`src/rtl/v_value_stream_buf.sv`:
```
// Stream-side controller for the v-value RAM: circular FIFO over an external
// registered-read RAM, with a 2-entry skid that hides the read latency.
module v_value_stream_buf #(
  parameter int DATA_WIDTH = 8,
  parameter int ADDR_WIDTH = 7
) (
  input  logic                  clk,
  input  logic                  rst,
  input  logic                  flush,
  input  logic                  in_valid,
  input  logic [DATA_WIDTH-1:0] in_data,
  output logic                  in_ready,
  output logic                  out_valid,
  output logic [DATA_WIDTH-1:0] out_data,
  input  logic                  out_ready,
  output logic [DATA_WIDTH-1:0] ram_data,
  output logic [ADDR_WIDTH-1:0] ram_write_addr,
  output logic [ADDR_WIDTH-1:0] ram_read_addr,
  output logic                  ram_we,
  input  logic [DATA_WIDTH-1:0] ram_q,
  output logic [ADDR_WIDTH:0]   level
);
  localparam int CW = ADDR_WIDTH + 1;
  localparam logic [CW-1:0] DEPTH = {1'b1, {ADDR_WIDTH{1'b0}}};

  logic [ADDR_WIDTH-1:0] wptr, rptr;
  logic [CW-1:0]         ram_count, cnt_nxt, level_q, level_nxt;
  logic                  inflight, wr, pop, rd_issue;
  logic [1:0]            skid_occ, occ_nxt;
  logic [DATA_WIDTH-1:0] skid0, skid1;

  assign in_ready = !rst && !flush && (ram_count != DEPTH);
  assign wr       = in_valid && in_ready;
  assign pop      = (skid_occ != 2'd0) && out_ready;

  // Skid space counts the same-cycle pop, so a full-rate stream keeps one
  // read in flight every cycle; the skid still never exceeds 2 entries.
  assign rd_issue = (ram_count != '0) &&
                    ((skid_occ + {1'b0, inflight} - {1'b0, pop}) < 2'd2);

  assign cnt_nxt   = ram_count + CW'(wr) - CW'(rd_issue);
  assign occ_nxt   = skid_occ + {1'b0, inflight} - {1'b0, pop};
  assign level_nxt = cnt_nxt + CW'(rd_issue) + CW'(occ_nxt);

  assign ram_data       = in_data;
  assign ram_we         = wr;
  assign ram_write_addr = wptr;
  assign ram_read_addr  = rptr;
  assign out_valid      = (skid_occ != 2'd0);
  assign out_data       = skid0;
  assign level          = level_q;

  always_ff @(posedge clk) begin
    if (rst || flush) begin
      wptr      <= '0;
      rptr      <= '0;
      ram_count <= '0;
      inflight  <= 1'b0;
      skid_occ  <= 2'd0;
      level_q   <= '0;
    end else begin
      if (wr)       wptr <= wptr + 1'b1;
      if (rd_issue) rptr <= rptr + 1'b1;
      ram_count <= cnt_nxt;
      inflight  <= rd_issue;
      skid_occ  <= occ_nxt;
      level_q   <= level_nxt;
      // skid0 is the head; skid1 only holds data while two entries are queued
      case ({inflight, pop})
        2'b10: if (skid_occ == 2'd0) skid0 <= ram_q;
               else                  skid1 <= ram_q;
        2'b01: skid0 <= skid1;
        2'b11: if (skid_occ == 2'd1) skid0 <= ram_q;
               else begin
                 skid0 <= skid1;
                 skid1 <= ram_q;
               end
        default: ;
      endcase
    end
  end
endmodule

```
`config.mk`:
```
export PLATFORM = sky130hd
export DESIGN_NAME = v_value_stream_buf
export DESIGN_NICKNAME = d
export VERILOG_FILES = /design/src/rtl/v_value_stream_buf.sv
export SDC_FILE = /design/constraint.sdc
export NUM_CORES = 1
export LEC_CHECK = 0
export ABC_AREA = 1
export CAP_MARGIN = 20
export CELL_PAD_IN_SITES_DETAIL_PLACEMENT = 1
export CELL_PAD_IN_SITES_GLOBAL_PLACEMENT = 1
export CORE_MARGIN = 2
export CORE_UTILIZATION = 39
export DETAILED_ROUTE_END_ITERATION = 12
export PLACE_DENSITY = 0.85
export SLEW_MARGIN = 40
export SYNTH_ARGS = -nofsm -noshare
export SYNTH_HDL_FRONTEND = slang
export SYNTH_SLANG_ARGS = --single-unit
```
`constraint.sdc`:
```
create_clock -name clk -period 8.9 [get_ports clk]
set_clock_uncertainty 0.2 [all_clocks]
set_input_delay 1.78 -clock clk [delete_from_list [all_inputs] [get_ports clk]]
set_output_delay 1.78 -clock clk [all_outputs]
set_load 0.02 [all_outputs]
```
==> impl_metrics.csv <==
group,metric,value,unit
global_route,grt_max_degree,20,
clock_tree,postCtsResizedCells,0,
clock_tree,post-cts-setup-buffers,0,
global_route,grt_overflow,0,
finish,seq_area,0.00114,mm²
finish,final_common_cell,"nand2_1",
clock_tree,clk_pin_slew,0.09,ns
detailed_routing,drt_first_pass_iters,4,
floorplan,rows,29,
detailed_routing,vias,2069,
floorplan,core_area,0.00628,mm²
yosys,netlist_instances,292,
clock_tree,cts_tree,"done",
yosys,synth_fp_nets,331,
global_route,grt_use_total,18.0,%
place,place_hpwl,4570,µm
clock_tree,htreeDepth,2,
finish,drive_gt1_share,7.78,%
detailed_routing,drt_iter0_markers,48,
finish,fin_area,0.00306,mm²
hold_path,worstHoldPathType,"reg2reg",
yosys,syn_area_per_cell,8.54,µm²
sta,worst-slew-pin-transition,0.718,ns
detailed_routing,ant_nets,0,
floorplan,ioPinCount,62,
finish,mostFrequentLayoutCells,"nand2_1, inv_1, clkdlybuf4s50_1, dfxtp_1, nor2_1",
detailed_routing,drt-total-wl,5880,µm
clock_tree,ctsHoldBuffers,0,
pwr,peakVddDrop,0.186,mV
place,pre_cts_slack,2.95,ns
finish,area_growth,22.7,%
pwr,p_leak,1.25,nW
critical_path,critical_path_required,6.92,ns
place,place_area,0.00296,mm²
sta,finalSetupViolCount,0,
sta,hold_viol_final,0,
floorplan,chipWidth,84.0,µm
floorplan,die_area,0.00705,mm²
sta,max_slew_margin,52.0,%
clock_tree,root_buffer,"clkbuf_8",
global_route,antenna_found_initial,0,
clock_tree,cts_made_buffers,5,
yosys,synthDominantCellAreaShare,26.5,%
yosys,synth_area,0.00249,mm²
pwr,power.density,353,mW/mm²
finish,fin_nets,372,
critical_path,end_kind,"primary output",
critical_path,arrival,3.65,ns
clock_tree,clkSinkCount,49,
job,max_cap_viol_count,0,
floorplan,start_util,39.7,%
yosys,synth_cell_type_count,31,
yosys,yosysWarnings,0,
sta,slew_viol_final,0,
detailed_routing,route.detailed.drc,0,
finish,n_antenna_cell,0,
critical_path,critPathMaxFanout,19,
yosys,synth-seq-cells,49,
yosys,synth_largest_area_cell,"dfxtp_1",
place,port_buffers,45,
global_route,grt_pass1_vias,2181,
finish,nFillCells,770,
sta,finalCritPeriodShare,63.2,%
sta,fmax,178,MHz
sta,grt_setup_unrepaired,"false",
global_route,grt_pass1_wl,10300,µm
sta,fin_tns_setup,0,ns
floorplan,chipHeight,84.0,µm
finish,multi_input_area,0.00110,mm²
yosys,ys_seq_area_share,45.7,%
yosys,synthTopCellsByArea,"dfxtp_1, edfxtp_1, ha_1",
clock_tree,cts_buffer_depth,2,
sta,setup_ws,3.27,ns
critical_path,crit_type,"in2out",
detailed_routing,viasPerCell,5.03,
detailed_routing,wl_per_cell,14.3,µm
place,gp_congestion,0.858,
clock_tree,clkLatencyLatePin,0.31,ns
sta,period_minus_slack,5.63,ns
critical_path,crit_path_start_kind,"primary input",
status,status,"finished clean",
[cells in the mapped netlist]
cell type / number
nor3_1: 3
nand4_1: 7
nand3_1: 17
clkinv_1: 1
mux2_2: 8
buf_4: 8
fa_1: 2
o21ai_0: 13
buf_6: 1
xor2_1: 3
nor3b_1: 2
clkbuf_1: 2
nor3_4: 1
inv_2: 1
nand2_2: 3
a21oi_1: 25
or2_1: 1
a21oi_2: 1
inv_1: 46
nor2_4: 1
edfxtp_1: 16
nor2_2: 1
nand3b_1: 1
nor4_1: 1
o21ai_1: 1
dfxtp_1: 33
nand2_1: 49
ha_1: 16
o21a_1: 2
nor2_1: 25
nand3_2: 1
[sequential cells by signal, summed over array words and instances (netlist names)]
register and count:
ram_count 8, skid1 8, inflight 1, ram_write_addr 7, skid_occ 2, level 8, ram_read_addr 7, out_data 8
[layer usage]
metal	up-vias	track usage, %	part of all wire [%]
met5	-	0	0
met4	0	4.55	1.2
met3	8	3.56	3.9
met2	49	32.2	51
met1	986	22.1	44
li1	1026	-	-
[layout make-up]
class / count / share of cell area (%)
well taps: 77 / 3.15
inverters: 48 / 5.88
flip-flops and latches: 49 / 37.3
multi-input cells: 184 / 35.9
clock inverters: 3 / 0.858
repair buffers: 45 / 14.7
clock buffers: 5 / 2.25
[stage by stage]
| stage | util [%] | power (W) | hold slack (ns) | std cells |
|---|---|---|---|---|
| finish | 48.8 | 0.00108 | 0.295 | 411 |
| global route | 48.8 | 0.00120 | 0.328 | 411 |
| CTS | 48.7 | 0.00109 | 0.303 | 411 |
| detailed placement | 47.2 | 0.000946 | 0.288 | 403 |
| global placement | 47.2 | 0.000912 | 0.272 | 403 |
| floorplan | - | 0.000778 | 0.325 | 292 |
[critical path: stages]
cell and delay (ns):
clkdlybuf4s50_1 0.44, nor2_4 0.39, nand3_2 0.23, inv_1 0.17, clkdlybuf4s50_1 0.62
[kinds of logic after synthesis]
logic type               count (synthesis)  share of synthesized area, %
AND/OR/NAND/NOR                        113                          20.8
buffers and inverters                   59                          10.4
flip-flops                              49                          45.7
AO/OA/AOI/OAI                           42                          8.78
adder cells (fa/ha/maj)                 18                          9.63
multiplexers                             8                          3.61
XOR/XNOR                                 3                          1.05
[power by group]
| group | switching, W | internal, W |
|---|---|---|
| Clock | 0.0000802 | 0.0000572 |
| Combinational | 0.000425 | 0.000228 |
| Sequential | 0.0000183 | 0.000271 |
| Total | 0.000523 | 0.000556 |
[final timing paths]
check,start,end,slack (ns),cells past startpoint
max,flush,ram_we,3.27,5
min reg2reg,ram_write_addr[5],ram_write_addr[5],0.29,2
min,ram_write_addr[5],ram_write_addr[5],0.29,2
max reg2reg,skid_occ[0],level[6],4.83,23
Note: power is estimated with default switching activity, not from simulation.
